<file path="config.mk">
export PLATFORM = sky130hd
export DESIGN_NAME = backprop_sequencer
export DESIGN_NICKNAME = d
export VERILOG_FILES = /design/src/rtl/backprop_sequencer.sv
export SDC_FILE = /design/constraint.sdc
export NUM_CORES = 1
export LEC_CHECK = 0
export BUFFER_PORTS_ARGS = -buffer_cell sky130_fd_sc_hd__buf_2
export CORE_MARGIN = 4
export CORE_UTILIZATION = 50
export CTS_CLUSTER_SIZE = 10
export DETAILED_ROUTE_END_ITERATION = 8
export PLACE_DENSITY = 0.8
export SLEW_MARGIN = 40
export SYNTH_ARGS = -nofsm -noshare
export SYNTH_HDL_FRONTEND = slang
export SYNTH_SLANG_ARGS = --single-unit
</file>
<file path="constraint.sdc">
create_clock -name clk -period 2.5 [get_ports clk]
set_input_delay 0 -clock clk [delete_from_list [all_inputs] [get_ports clk]]
set_output_delay 0 -clock clk [all_outputs]
set_load 0.03 [all_outputs]
</file>
<file path="src/rtl/backprop_sequencer.sv">
`default_nettype none
// ============================================================================
// Module   : backprop_sequencer
// Brief    : Captures one pass of forward z vectors, then issues per-layer
//            layer/sample/z/z_prev channels to the backpropagator, top down.
// Revision : 1.0  initial release
// ============================================================================
module backprop_sequencer #(
    parameter int NEURON_NUM          = 4,
    parameter int NEURON_OUTPUT_WIDTH = 10,
    parameter int LAYER_ADDR_WIDTH    = 2,
    parameter int LAYER_MAX           = 3,
    parameter int SAMPLE_ADDR_SIZE    = 10
) (
    input  logic                                      clk,
    input  logic                                      rst,
    input  logic [SAMPLE_ADDR_SIZE-1:0]               sample_in,
    input  logic                                      sample_in_valid,
    output logic                                      sample_in_ready,
    input  logic [NEURON_NUM*NEURON_OUTPUT_WIDTH-1:0] fwd_z,
    input  logic                                      fwd_z_valid,
    output logic                                      fwd_z_ready,
    output logic [LAYER_ADDR_WIDTH-1:0]               layer,
    output logic                                      layer_valid,
    input  logic                                      layer_ready,
    output logic [SAMPLE_ADDR_SIZE-1:0]               sample,
    output logic                                      sample_valid,
    input  logic                                      sample_ready,
    output logic [NEURON_NUM*NEURON_OUTPUT_WIDTH-1:0] z,
    output logic                                      z_valid,
    input  logic                                      z_ready,
    output logic [NEURON_NUM*NEURON_OUTPUT_WIDTH-1:0] z_prev,
    output logic                                      z_prev_valid,
    input  logic                                      z_prev_ready,
    input  logic                                      update_done,
    output logic                                      busy,
    output logic                                      done
);

    localparam int ZW = NEURON_NUM * NEURON_OUTPUT_WIDTH;
    localparam logic [LAYER_ADDR_WIDTH-1:0] c_layer_max  = LAYER_ADDR_WIDTH'(LAYER_MAX);
    localparam logic [LAYER_ADDR_WIDTH-1:0] c_layer_top1 = LAYER_ADDR_WIDTH'(LAYER_MAX - 1);
    localparam logic [LAYER_ADDR_WIDTH-1:0] c_layer_one  = LAYER_ADDR_WIDTH'(1);
    localparam logic [LAYER_ADDR_WIDTH-1:0] c_layer_two  = LAYER_ADDR_WIDTH'(2);

    typedef enum logic [1:0] {
        S_IDLE    = 2'd0,
        S_CAPTURE = 2'd1,
        S_ISSUE   = 2'd2,
        S_WAIT    = 2'd3
    } state_t;

    state_t                        r_state;
    state_t                        w_state_next;
    logic [LAYER_ADDR_WIDTH-1:0]   r_cnt;
    logic [LAYER_ADDR_WIDTH-1:0]   r_layer;
    logic [SAMPLE_ADDR_SIZE-1:0]   r_sample;
    logic [ZW-1:0]                 r_z;
    logic [ZW-1:0]                 r_z_prev;
    logic                          r_layer_valid;
    logic                          r_sample_valid;
    logic                          r_z_valid;
    logic                          r_z_prev_valid;
    logic                          r_done;
    logic [ZW-1:0]                 r_z_mem [0:LAYER_MAX];

    logic                          w_sample_hs;
    logic                          w_fwd_hs;
    logic                          w_capture_last;
    logic                          w_issue_done;
    logic                          w_update;
    logic                          w_next_round;
    logic                          w_finish;
    logic [LAYER_ADDR_WIDTH-1:0]   w_layer_dec;
    logic [LAYER_ADDR_WIDTH-1:0]   w_layer_dec2;

    assign w_sample_hs    = sample_in_valid && (r_state == S_IDLE);
    assign w_fwd_hs       = fwd_z_valid && (r_state == S_CAPTURE);
    assign w_capture_last = w_fwd_hs && (r_cnt == c_layer_max);
    // A channel is still owed while its valid is high and its ready is low.
    assign w_issue_done   = (r_state == S_ISSUE)
                          && !(r_layer_valid  && !layer_ready)
                          && !(r_sample_valid && !sample_ready)
                          && !(r_z_valid      && !z_ready)
                          && !(r_z_prev_valid && !z_prev_ready);
    assign w_update       = update_done && (r_state == S_WAIT);
    assign w_next_round   = w_update && (r_layer > c_layer_one);
    assign w_finish       = w_update && (r_layer == c_layer_one);
    assign w_layer_dec    = r_layer - c_layer_one;
    assign w_layer_dec2   = r_layer - c_layer_two;

    always_ff @(posedge clk) begin
        if (rst) begin
            r_state <= S_IDLE;
        end else begin
            r_state <= w_state_next;
        end
    end

    always_comb begin
        w_state_next = r_state;
        case (r_state)
            S_IDLE:    if (w_sample_hs)    w_state_next = S_CAPTURE;
            S_CAPTURE: if (w_capture_last) w_state_next = S_ISSUE;
            S_ISSUE:   if (w_issue_done)   w_state_next = S_WAIT;
            S_WAIT: begin
                if (w_next_round) begin
                    w_state_next = S_ISSUE;
                end else if (w_finish) begin
                    w_state_next = S_IDLE;
                end
            end
            default:   w_state_next = S_IDLE;
        endcase
    end

    always_ff @(posedge clk) begin
        if (rst) begin
            r_cnt          <= '0;
            r_layer        <= c_layer_max;
            r_sample       <= '0;
            r_z            <= '0;
            r_z_prev       <= '0;
            r_layer_valid  <= 1'b0;
            r_sample_valid <= 1'b0;
            r_z_valid      <= 1'b0;
            r_z_prev_valid <= 1'b0;
            r_done         <= 1'b0;
        end else begin
            r_done <= w_finish;
            if (w_sample_hs) begin
                r_sample <= sample_in;
                r_cnt    <= '0;
            end
            if (w_fwd_hs) begin
                r_cnt <= r_cnt + c_layer_one;
            end
            // The top vector is still being written this edge, so take it from the port.
            if (w_capture_last) begin
                r_layer        <= c_layer_max;
                r_z            <= fwd_z;
                r_z_prev       <= r_z_mem[c_layer_top1];
                r_layer_valid  <= 1'b1;
                r_sample_valid <= 1'b1;
                r_z_valid      <= 1'b1;
                r_z_prev_valid <= 1'b1;
            end else if (w_next_round) begin
                r_layer        <= w_layer_dec;
                r_z            <= r_z_mem[w_layer_dec];
                r_z_prev       <= r_z_mem[w_layer_dec2];
                r_layer_valid  <= 1'b1;
                r_sample_valid <= 1'b1;
                r_z_valid      <= 1'b1;
                r_z_prev_valid <= 1'b1;
            end else begin
                r_layer_valid  <= r_layer_valid  && !layer_ready;
                r_sample_valid <= r_sample_valid && !sample_ready;
                r_z_valid      <= r_z_valid      && !z_ready;
                r_z_prev_valid <= r_z_prev_valid && !z_prev_ready;
            end
        end
    end

    always_ff @(posedge clk) begin
        if (w_fwd_hs) begin
            r_z_mem[r_cnt] <= fwd_z;
        end
    end

    assign sample_in_ready = (r_state == S_IDLE);
    assign fwd_z_ready     = (r_state == S_CAPTURE);
    assign busy            = (r_state != S_IDLE);
    assign done            = r_done;
    assign layer           = r_layer;
    assign layer_valid     = r_layer_valid;
    assign sample          = r_sample;
    assign sample_valid    = r_sample_valid;
    assign z               = r_z;
    assign z_valid         = r_z_valid;
    assign z_prev          = r_z_prev;
    assign z_prev_valid    = r_z_prev_valid;

endmodule
`default_nettype wire

</file>
# Word level (Yosys, flattened, before mapping)
# Memories as Yosys holds them, arrays and structs flattened.
# Index checks and enable logic that the tools add are counted.
[totals] register_bits=101 ramBits=160 input_bits=59 output_inout_bits=100 elab_cells=75 memories=1
[op_classes] addsub=3 order_cmp=1 eq_ne=9 n_mux=22 n_reduce_logical=28
[memory_table] memory="r_z_mem" words=4 width=40 read_ports=3 rd_clocked_by_memory_dff=0 write_ports=1 line="65" rtl="logic [ZW-1:0] r_z_mem [0:LAYER_MAX];"
[op_table] cell="2-to-1 mux 40 bit" n=4
[op_table] cell="logical AND 1 bit" n=14
[op_table] cell="2-to-1 mux 2 bit" n=7
[op_table] cell="2-to-1 mux 1 bit" n=10
[op_table] cell="zero test 1 bit" n=8
[op_table] cell="one-hot mux 2 bit (4 select lines)" n=1
[op_table] cell="equality test 2 bit (second input constant)" n=3
[op_table] cell="nonzero test 2 bit" n=3
[op_table] cell="equality test 2 x 1 -> 1 bit (second input constant)" n=2
[op_table] cell="!= test 2 x 1 -> 1 bit (second input constant)" n=2
[op_table] cell="AND reduction 4 bit" n=1
[op_table] cell="!= test 3 bit (second input constant)" n=1
[op_table] cell="adder 2 x 1 -> 2 bit (second input constant)" n=1
[op_table] cell="> comparator 2 x 1 -> 1 bit (second input constant)" n=1
[op_table] cell="zero test 2 bit" n=1
[op_table] cell="!= test 2 bit (second input constant)" n=1
[op_table] cell="OR reduction 2 bit" n=1
[op_table] cell="subtractor 2 x 1 -> 2 bit (second input constant)" n=1
[op_table] cell="subtractor 2 bit (second input constant)" n=1

# Longest topological paths before layout
# Gate-level depths: netlist (run 1).
[logic_depth] word_depth=9 mapped_depth=7 mapped_depth_nobuf=5

# Worst setup path before layout (run 1)
# No wires, ideal clock.
[synth_path] kind="flip-flop to flip-flop" start="reg r_cnt[0]" end="mem r_z_mem[3][0] (netlist bit), enable pin" setup_ns=0.420 arrival_time_ns=2.128 required_ns=2.080 setup_slack_ns=-0.048 path_stages_with_launch=5 n_path_buf=1 period_less_slack_ns=2.548 cell_sequence="dfxtp_1 ha_1 nand4b_2 inv_2 buf_1"
[synth_lines] item="start, declared" line="55" rtl="logic [LAYER_ADDR_WIDTH-1:0] r_cnt;"
[synth_lines] item="start signal, assigned" line="136" rtl="r_cnt <= r_cnt + c_layer_one;"
[synth_lines] item="end, declared" line="65"
# No word-level cell before the write port.

# Worst setup path after layout (run 1)
[layout_path] start="reg r_cnt[1]" end="reg r_z_prev[21] (netlist: z_prev[21])"
[layout_via] elab_chain_cells=3 word_cells_on_any_way=4 cone_classes="eq/ne (1); mux (1); reduce/logical (2)"
[layout_rtl] item="equality test 2 bit (*)" line="79" rtl="assign w_capture_last = w_fwd_hs && (r_cnt == c_layer_max);"
[layout_rtl] item="logical AND 1 bit (*)" line="79"
[layout_rtl] item="2-to-1 mux 40 bit / nonzero test 2 bit (equally long branches)"
[layout_rtl] item="end signal, assigned" line="142" rtl="r_z_prev <= r_z_mem[c_layer_top1];"
[layout_rtl] item="end signal, assigned" line="150" rtl="r_z_prev <= r_z_mem[w_layer_dec2];"
[layout_rtl] item="end, declared" line="59" rtl="logic [ZW-1:0] r_z_prev;"
# Every way passes the cells marked *; elsewhere a longest branch is shown, timed or not.
# A chain may end at the register's enable or synchronous reset.

==> results.py, run 1 <==
metrics = {
    "run_status": {
        "outcome": "finished, final reports clean",
    },
    "worst_setup_path": {
        "critPathLaunchType": "register",
        "critical_path_arrival_ps": 2490,
        "crit_path_cell_trace": "ha_1 > nand4b_4 > clkinv_2 > buf_4 > o21ai_0 > a221oi_2",
        "cpMaxStageDelayCell": "buf_4",
        "worst_path_dominant_cell_family": "buffers and inverters",
        "worst-endpoint-required_ps": 2940,
        "crit_path_max_incr_delay_ps": 500,
        "timing.critical_path.to_type": "register",
        "critPathBufInv": 2,
        "path_max_fanout": 45,
        "worst-setup-path-type": "reg2reg",
    },
    "power_and_ir_drop": {
        "switch_pwr_w": 0.00181,
        "combinational_cell_fraction_of_total_power": 0.037,
        "pwr-share-seq": 0.518,
        "power.share.switching": 0.202,
        "power.density_cell_area_nw_per_um2": 665,
        "leakagePower_nw": 4.85,
        "power.share.clock": 0.445,
        "internal_power_w": 0.00715,
        "worst_ir_drop_vdd_mv": 0.523,
    },
    "floorplanning": {
        "io-pin-count": 159,
        "core_region_area_um2": 21200,
        "dieArea_um2": 24100,
        "fp_rows": 53,
        "start_util": 0.512,
        "die_h_um": 155,
        "die_width_um": 155,
    },
    "yosys": {
        "synth_area_per_cell_um2": 13.5,
        "synth.top_cells.by_area": "edfxtp_1 (44%), dfxtp_1 (19%), mux4_2 (8.3%)",
        "synth-main-ff-cell": "edfxtp_1",
        "yosysTopAreaCellShare": 0.443,
        "yosysWarningCount": 0,
        "netlist_area_um2": 10900,
        "synthDominantAreaCellType": "edfxtp_1",
        "netlist_instances": 802,
        "synth_sequential_area_ratio": 0.629,
        "yosysUniqueCellTypes": 45,
        "synth_nets": 866,
        "register_bit_count_reported_by_yosys": 261,
        "number_of_synthesized_flops_with_an_enable_pin": 160,
        "synth_async_sr_flop_share": 0,
    },
    "cts": {
        "cts.reportedPaths.clkPinSlew_ps": 60,
        "cts_num_sinks": 261,
        "tritoncts_clock_tree": "done",
        "h-tree-depth": 1,
        "postCtsSetupBuffers": 0,
        "clk-insertion-delay-late_ps": 530,
        "cts_hold_buffers": 66,
        "cts_buffer_depth": 3,
        "ctsRootBufferMaster": "clkbuf_16",
        "cts_resized": 0,
        "cts_made_buffers": 30,
    },
    "placed_design": {
        "io_buffers": 158,
        "place_congestion": 0.766,
        "placed_area_um2": 11900,
        "hpwlAfterDp_um": 15700,
    },
    "detailed_routing": {
        "route.detailed.vias_per_inst": 6.12,
        "detail_route.drc_violations": 0,
        "initialDrtViolationCount": 720,
        "firstDrtPassIters": 5,
        "routedWlPerCell_um": 21.8,
        "dr_vias": 7956,
        "postRouteAntennaNets": 0,
        "post_route_wl_um": 28300,
    },
    "run": {
        "cap_viol_max_count": 0,
    },
    "cells_and_area": {
        "design.final.nets": 1063,
        "seq_area_um2": 6830,
        "synthToLayoutAreaGrowth_pct": 24.1,
        "final_area_um2": 13500,
        "multi_input_comb_area_um2": 3610,
        "n_fill_cell": 1557,
        "drive_gt1_frac": 0.305,
    },
    "timing": {
        "max_slew.worst_pin.slew_ps": 800,
        "max_clock_freq_ghz": 0.489,
        "finalClockSkew_ps": 13.9,
        "setup_tns_ps": 0,
        "setup_violators_final": 0,
        "timing.final.max_slew_violations": 0,
        "fin_crit_sh": 0.818,
        "rsz0062_at_grt": "no",
        "relSlewSlack": 0.466,
        "final_hold_viol_count": 0,
        "min_tclk_post_route_ps": 2040,
    },
    "min_path": {
        "hold_class": "in2reg",
    },
    "global_routing": {
        "grt_start_max_net_pins": 122,
        "number_of_antenna_violations_at_the_first_check_in_global_routing": 1,
        "overflow": 0,
        "grt_most_used_layer": "met2",
        "global_route_wire_length_before_repair_um": 44500,
        "grt.met3_usage": 0.0445,
        "grtUsageMet1": 0.321,
        "grt_resource_usage_total": 0.229,
        "grt_pass1_vias": 8026,
        "met2_usage": 0.373,
    },
}
==> final timing paths <==
path	from	depth (start not counted)	slack (ps)	end
worst max-delay path	r_cnt[1]$_SDFFE_PP0P_	6	460	z_prev[21]$_SDFFE_PP0P_
worst min-delay path	sample_in_valid	4	90	r_state[0]$_SDFFE_PP0P_
worst max register to register	r_cnt[1]$_SDFFE_PP0P_	6	460	z_prev[21]$_SDFFE_PP0P_
worst min register to register	sample[2]$_SDFFE_PP0P_	2	460	sample[2]$_SDFFE_PP0P_
==> metal layers <==
layer / routed length (um) / vias up / part of all wire
li1: - / 3562 / -
met1: 11700 / 3956 / 0.41
met2: 13600 / 390 / 0.48
met3: 2430 / 48 / 0.086
met4: 521 / 0 / 0.018
met5: 0 / - / 0
==> cells in the mapped netlist (2+ instances only) <==
library cell,n
o21ai_1,7
dfxtp_1,101
a221oi_2,5
nand2b_1,5
mux2_2,39
o21ai_0,89
nand2_1,22
mux4_2,40
edfxtp_1,160
buf_1,5
a31oi_1,40
ha_1,5
clkbuf_1,37
inv_1,19
nand3_1,45
a32oi_1,25
nor2b_1,2
nor2_1,5
buf_6,2
a221oi_1,9
and3_1,2
o31ai_1,15
a21oi_1,43
and2_1,3
buf_4,10
buf_2,24
o211ai_1,25
==> layout by cell type (no fill, tap or decap), types with 12 or more instances in the layout <==
cell           count
nand3_1           44
o211ai_1          25
clkbuf_1          22
mux4_2            40
buf_2            158
o21ai_0           89
inv_1             18
clkbuf_16         32
a21oi_1           43
edfxtp_1         160
a32oi_1           25
buf_4             12
a31oi_1           40
mux2_2            39
o31ai_1           15
dfxtp_1          100
nand2_1           22
dlygate4sd3_1     66
==> power by group through the flow <==
stage | Combinational [W] | Sequential [W] | Clock, W
after global routing | 0.000361 | 0.00464 | 0.00423
after CTS | 0.000330 | 0.00464 | 0.00403
after detailed placement | 0.000248 | 0.00473 | 0
after global placement | 0.000241 | 0.00472 | 0
final | 0.000335 | 0.00464 | 0.00399
after floorplan | 0.0000921 | 0.00474 | 0
==> logic make-up (layout without fill, tap and decap cells) <==
| logic type | Yosys count | after routing | synth area share |
|---|---|---|---|
| AO/OA/AOI/OAI | 263 | 263 | 0.154 |
| flip-flops | 261 | 261 | 0.629 |
| buffers and inverters | 99 | 320 | 0.0420 |
| AND/OR/NAND/NOR | 94 | 94 | 0.0452 |
| multiplexers | 80 | 80 | 0.124 |
| adder cells (fa/ha/maj) | 5 | 5 | 0.00576 |
| other | 0 | 1 | 0 |
==> sequential cells by signal, indices dropped and copies added (netlist names) <==
register      flops
z_valid           1
z_prev_valid      1
r_state           2
sample_valid      1
r_z_mem         160
layer             2
done              1
z                40
r_cnt             2
sample           10
layer_valid       1
z_prev           40
==> final cells by class <==
cell class              instances  share of cell area
flip-flops and latches        261               0.507
multi-input cells             442               0.268
repair buffers                244               0.126
clock buffers                  55              0.0666
well taps                     275              0.0255
inverters                      20             0.00576
clock inverters                 1            0.000279
diodes                          1            0.000186
==> through the flow <==
stage | utilization | power, W | hold WS [ps] | setup slack, ps | std cells
finish | 0.635 | 0.00896 | 89.4 | 456 | 1299
floorplan | - | 0.00483 | 89.7 | 73.4 | 802
global route | 0.635 | 0.00923 | 129 | 318 | 1299
detailed placement | 0.561 | 0.00497 | 232 | 445 | 1176
CTS | 0.634 | 0.00900 | 74.7 | 440 | 1298
global placement | 0.561 | 0.00496 | 228 | 581 | 1176
==> worst register-to-register path, cell delays in order (launching register included) <==
cell and delay [ps]:
dfxtp_1 400, ha_1 220, nand4b_4 140, clkinv_2 100
buf_4 510, o21ai_0 290, a221oi_2 300
Note: power is estimated with default switching activity, not from simulation.
==> run 2, diff against run 1 <==
Settings changed: PLACE_DENSITY 0.8 to 0.77.
Clock period 2.5 ns to 1.95 ns, I/O delays scaled along.
==> run 2 against run 1 <==
Effect of this change: die area unchanged; non-clock buffer count rose by 3; sequential power rose by 28%.
==> results.py, run 2 (synthesized netlist as in run 1, its figures left out) <==
metrics = {
    "worst_setup_path": {
        "cp-startpoint": "r_state[0]$_SDFFE_PP0P_",
        "reg2reg_setup_slack_ps": 100,
        "worst-endpoint-required_ps": 2420,
        "worst-setup-path-type": "reg2reg",
        "critical_path_arrival_ps": 2320,
        "critical_path.reg2reg.startpoint": "r_state[0]$_SDFFE_PP0P_",
        "timing.critical_path.to_type": "register",
        "critPathLaunchType": "register",
        "crit_path_cell_trace": "buf_4 > nor3b_4 > nand2_1 > dlygate4sd3_1 > a21oi_1",
        "crit_path_max_incr_delay_ps": 570,
        "cpMaxStageDelayCell": "dlygate4sd3_1",
        "path_max_fanout": 10,
    },
    "floorplanning": {
        "start_util": 0.512,
        "die_h_um": 155,
        "fp_rows": 53,
        "core_region_area_um2": 21200,
        "dieArea_um2": 24100,
        "die_width_um": 155,
        "io-pin-count": 159,
    },
    "run": {
        "cap_viol_max_count": 0,
    },
    "timing": {
        "final_hold_viol_count": 0,
        "timing.final.max_slew_violations": 0,
        "fin_crit_sh": 0.947,
        "relSlewSlack": 0.525,
        "max_slew.worst_pin.slew_ps": 711,
        "max_clock_freq_ghz": 0.541,
        "min_tclk_post_route_ps": 1850,
        "finalClockSkew_ps": 16.1,
        "setup_violators_final": 0,
    },
    "cts": {
        "postCtsSetupBuffers": 0,
        "h-tree-depth": 1,
        "ctsRootBufferMaster": "clkbuf_16",
        "clk-insertion-delay-late_ps": 540,
        "cts_num_sinks": 261,
        "tritoncts_clock_tree": "done",
        "cts_made_buffers": 30,
        "cts.reportedPaths.clkPinSlew_ps": 60,
        "cts_buffer_depth": 3,
    },
    "power_and_ir_drop": {
        "pwr-share-seq": 0.519,
        "worst_ir_drop_vdd_mv": 0.623,
        "combinational_cell_fraction_of_total_power": 0.037,
        "switch_pwr_w": 0.00233,
        "power.density_cell_area_nw_per_um2": 845,
        "power.share.switching": 0.204,
        "leakagePower_nw": 4.90,
        "internal_power_w": 0.00912,
        "design_power_total_w": 0.0114,
        "power.share.clock": 0.444,
    },
    "detailed_routing": {
        "postRouteAntennaNets": 0,
        "firstDrtPassIters": 6,
        "route.detailed.vias_per_inst": 6.17,
        "routedWlPerCell_um": 21.7,
        "initialDrtViolationCount": 722,
        "detail_route.drc_violations": 0,
        "dr_vias": 8030,
        "post_route_wl_um": 28300,
    },
    "cells_and_area": {
        "largest_register_ffs": 160,
        "drive_gt1_frac": 0.315,
        "layout_commonest_cell": "edfxtp_1",
        "design.final.nets": 1066,
        "synthToLayoutAreaGrowth_pct": 24.8,
        "regMostFlops": "r_z_mem",
        "layout_common_cells": "edfxtp_1 (160), buf_2 (158), dfxtp_1 (100)",
        "layout.cells.non_filler": 1302,
    },
    "global_routing": {
        "grt_pass1_vias": 8032,
        "number_of_antenna_violations_at_the_first_check_in_global_routing": 0,
        "overflow": 0,
        "global_route_wire_length_before_repair_um": 44100,
        "grt_resource_usage_total": 0.227,
        "grt_start_max_net_pins": 60,
    },
    "min_path": {
        "worstHoldStart": "fwd_z[23]",
        "hold_class": "in2reg",
    },
    "run_status": {
        "outcome": "finished, final reports clean",
    },
    "placed_design": {
        "place_congestion": 0.796,
        "dp.cells": 1186,
        "io_buffers": 158,
        "hpwlAfterDp_um": 16200,
    },
}
==> run 2: cell types whose count changed in the layout (fill, tap and decap cells not counted), sizes merged <==
cell and change:
buf +10, dlygate4sd3 -7
==> run 2: critical path, delay by kind of cell, from the launching register on <==
| family | cells | cell delay, ps |
|---|---|---|
| buffers and inverters | 2 | 780 |
| AND/OR/NAND/NOR | 2 | 480 |
| flip-flops | 1 | 410 |
| AO/OA/AOI/OAI | 1 | 120 |
==> run 2: cell type report <==
| class | instances | area, um2 |
|---|---|---|
| Fill cell | 1547 | 7680 |
| Sequential cell | 261 | 6830 |
| Multi-Input combinational cell | 442 | 3620 |
| Timing Repair Buffer | 247 | 1780 |
| Clock buffer | 55 | 886 |
| Tap cell | 275 | 344 |
| Inverter | 20 | 77.6 |
| Clock inverter | 1 | 5.00 |
| Antenna cell | 1 | 2.50 |
==> run 2: metal layers <==
layer	GRT usage	vias up	routed length [um]
li1	-	3563	-
met1	0.319	3978	11600
met2	0.370	434	13700
met3	0.0423	55	2550
met4	0.0579	0	446
met5	0	-	0
==> run 2: path summary, 6_finish.rpt <==
path	endpoint	cells past startpoint
worst max-delay path	sample[7]$_SDFFE_PP0P_	5
worst min-delay path	r_z_mem[3][23]$_DFFE_PP_	2
worst max register to register	sample[7]$_SDFFE_PP0P_	5
worst min register to register	sample[1]$_SDFFE_PP0P_	2
==> run 2: power by group through the flow <==
stage,Clock (W),Combinational [W],Sequential (W)
final,0.00508,0.000419,0.00595
after global routing,0.00544,0.000453,0.00595
after CTS,0.00516,0.000413,0.00594
after detailed placement,0,0.000319,0.00606
after global placement,0,0.000314,0.00606
after floorplan,0,0.000118,0.00608
==> run 2: through the flow <==
step	util	setup TNS [ps]	worst slack, ps	hold WS, ps	cell area [um2]
final	0.638	0	103	228	13500
after global routing	0.638	-15.0	-15.0	219	13500
after CTS	0.638	0	21.6	208	13500
after detailed placement	0.568	0	241	236	12100
after global placement	0.568	0	300	230	12100
after floorplan	-	0	5.97	89.7	10900
==> run 2: timing repair <==
action,CTS,global route
hold endpoints to repair,244,0
setup endpoints to repair,0,1
resized for setup,0,1
hold buffers,59,0
==> run 3, diff against run 2 <==
Settings changed: RECOVER_POWER from default to 100.
==> run 3 against run 2 <==
Effect of this change: global-route usage unchanged; sequential cell count is the same; die area unchanged; power down 0.18%; critical path depth unchanged.
==> results.py, run 3 (synthesized netlist as in run 1, its figures left out) <==
metrics = {
    "power_and_ir_drop": {
        "power.density_cell_area_nw_per_um2": 859,
        "worst_ir_drop_vdd_mv": 0.625,
        "leakagePower_nw": 4.35,
        "design_power_total_w": 0.0114,
    },
    "cells_and_area": {
        "layout.cells.non_filler": 1302,
        "n_fill_cell": 1655,
        "synthToLayoutAreaGrowth_pct": 22.6,
        "regMostFlops": "r_z_mem",
        "design.final.nets": 1066,
        "layout_commonest_cell": "clkbuf_1",
        "drive_gt1_frac": 0.174,
        "layout_common_cells": "clkbuf_1 (161), edfxtp_1 (160), dfxtp_1 (100)",
        "largest_register_ffs": 160,
    },
    "timing": {
        "relSlewSlack": 0.529,
        "post-route-worst-setup-slack_ps": 48.1,
        "min_tclk_post_route_ps": 1900,
        "finalClockSkew_ps": 16.2,
        "max_slew.worst_pin.slew_ps": 705,
        "fin_crit_sh": 0.975,
        "worst_hold_slack_ps": 266,
        "max_clock_freq_ghz": 0.526,
        "final_hold_viol_count": 0,
        "setup_tns_ps": 0,
        "setup_violators_final": 0,
        "timing.final.max_slew_violations": 0,
    },
    "run": {
        "cap_viol_max_count": 0,
    },
    "global_routing": {
        "grt_start_max_net_pins": 60,
        "number_of_antenna_violations_at_the_first_check_in_global_routing": 0,
        "global_route_wire_length_before_repair_um": 44100,
        "grt_pass1_vias": 8032,
        "grt_resource_usage_total": 0.227,
        "overflow": 0,
    },
    "worst_setup_path": {
        "worst-endpoint-required_ps": 2400,
        "critical_path_arrival_ps": 2350,
        "path_max_fanout": 38,
        "timing.critical_path.to_type": "register",
        "critPathLaunchType": "register",
        "critical_path.reg2reg.startpoint": "r_state[1]$_SDFFE_PP0P_",
        "cp-startpoint": "r_state[1]$_SDFFE_PP0P_",
        "worst-setup-path-type": "reg2reg",
    },
    "detailed_routing": {
        "post_route_wl_um": 28400,
        "route.detailed.vias_per_inst": 6.19,
        "initialDrtViolationCount": 882,
        "dr_vias": 8065,
        "firstDrtPassIters": 6,
        "routedWlPerCell_um": 21.8,
        "detail_route.drc_violations": 0,
        "postRouteAntennaNets": 0,
    },
    "placed_design": {
        "placement.setup.worst_slack_ps": 241,
        "place_congestion": 0.796,
        "hpwlAfterDp_um": 16200,
        "io_buffers": 158,
        "dp.cells": 1186,
    },
    "cts": {
        "tritoncts_clock_tree": "done",
        "cts_num_sinks": 261,
        "clk-insertion-delay-late_ps": 540,
        "cts_made_buffers": 30,
        "cts.reportedPaths.clkPinSlew_ps": 60,
        "cts_buffer_depth": 3,
        "postCtsSetupBuffers": 0,
        "ctsRootBufferMaster": "clkbuf_16",
        "h-tree-depth": 1,
    },
    "run_status": {
        "outcome": "finished, final reports clean",
    },
    "floorplanning": {
        "fp_rows": 53,
        "io-pin-count": 159,
        "die_width_um": 155,
        "die_h_um": 155,
        "start_util": 0.512,
        "dieArea_um2": 24100,
        "core_region_area_um2": 21200,
    },
    "min_path": {
        "worstHoldStart": "sample_in[9]",
        "hold_class": "in2reg",
    },
}
==> run 3: changes by cell type in the layout (fill, tap and decap cells not counted), sizes merged <==
cell / delta
buf: -142
clkbuf: +142
==> run 3: what timing repair did <==
item / CTS / global route
endpoints found under the setup margin: 0 / 1
gates resized for setup: 0 / 1
hold buffers: 59 / 0
hold endpoints to repair: 244 / 0
==> run 3: per-layer routing <==
metal	vias up	wire, um	GRT usage
met1	4020	11700	0.319
met3	50	2610	0.0423
met2	427	13600	0.370
met5	-	0	0
li1	3568	-	-
met4	0	425	0.0579
==> run 3: worst max-delay path, cell delays in order, from the launching register on <==
cell and delay (ps):
dfxtp_1 400, buf_4 200, and3_2 250, clkbuf_4 470
nand3_1 210, a31oi_1 260
==> run 3: area by class of cell <==
type	instances	area, um2	area share
Antenna cell	1	2.50	0.000188
Sequential cell	261	6830	0.513
Multi-Input combinational cell	442	3590	0.270
Inverter	20	77.6	0.00583
Timing Repair Buffer	247	1560	0.118
Tap cell	275	344	0.0259
Clock buffer	55	886	0.0666
Clock inverter	1	5.00	0.000376
==> run 3: path summary, 6_finish.rpt <==
path | end | slack [ps] | cells after the start
worst max-delay path | z[30]$_SDFFE_PP0P_ | 50 | 5
worst min-delay path | sample[9]$_SDFFE_PP0P_ | 270 | 4
worst max register to register | z[30]$_SDFFE_PP0P_ | 50 | 5
worst min register to register | sample[1]$_SDFFE_PP0P_ | 460 | 2
==> run 3: power breakdown <==
group / total, W / internal (W) / switching, W
sequential: 0.00595 / 0.00592 / 0.0000313
combinational: 0.000400 / 0.000162 / 0.000239
clock: 0.00508 / 0.00302 / 0.00206
==> run 3: per-stage QoR <==
stage / util / instance area [um2]
2_1_floorplan: - / 10900
3_3_place_gp: 0.568 / 12100
3_5_place_dp: 0.568 / 12100
4_1_cts: 0.638 / 13500
5_1_grt: 0.627 / 13300
6_report: 0.627 / 13300
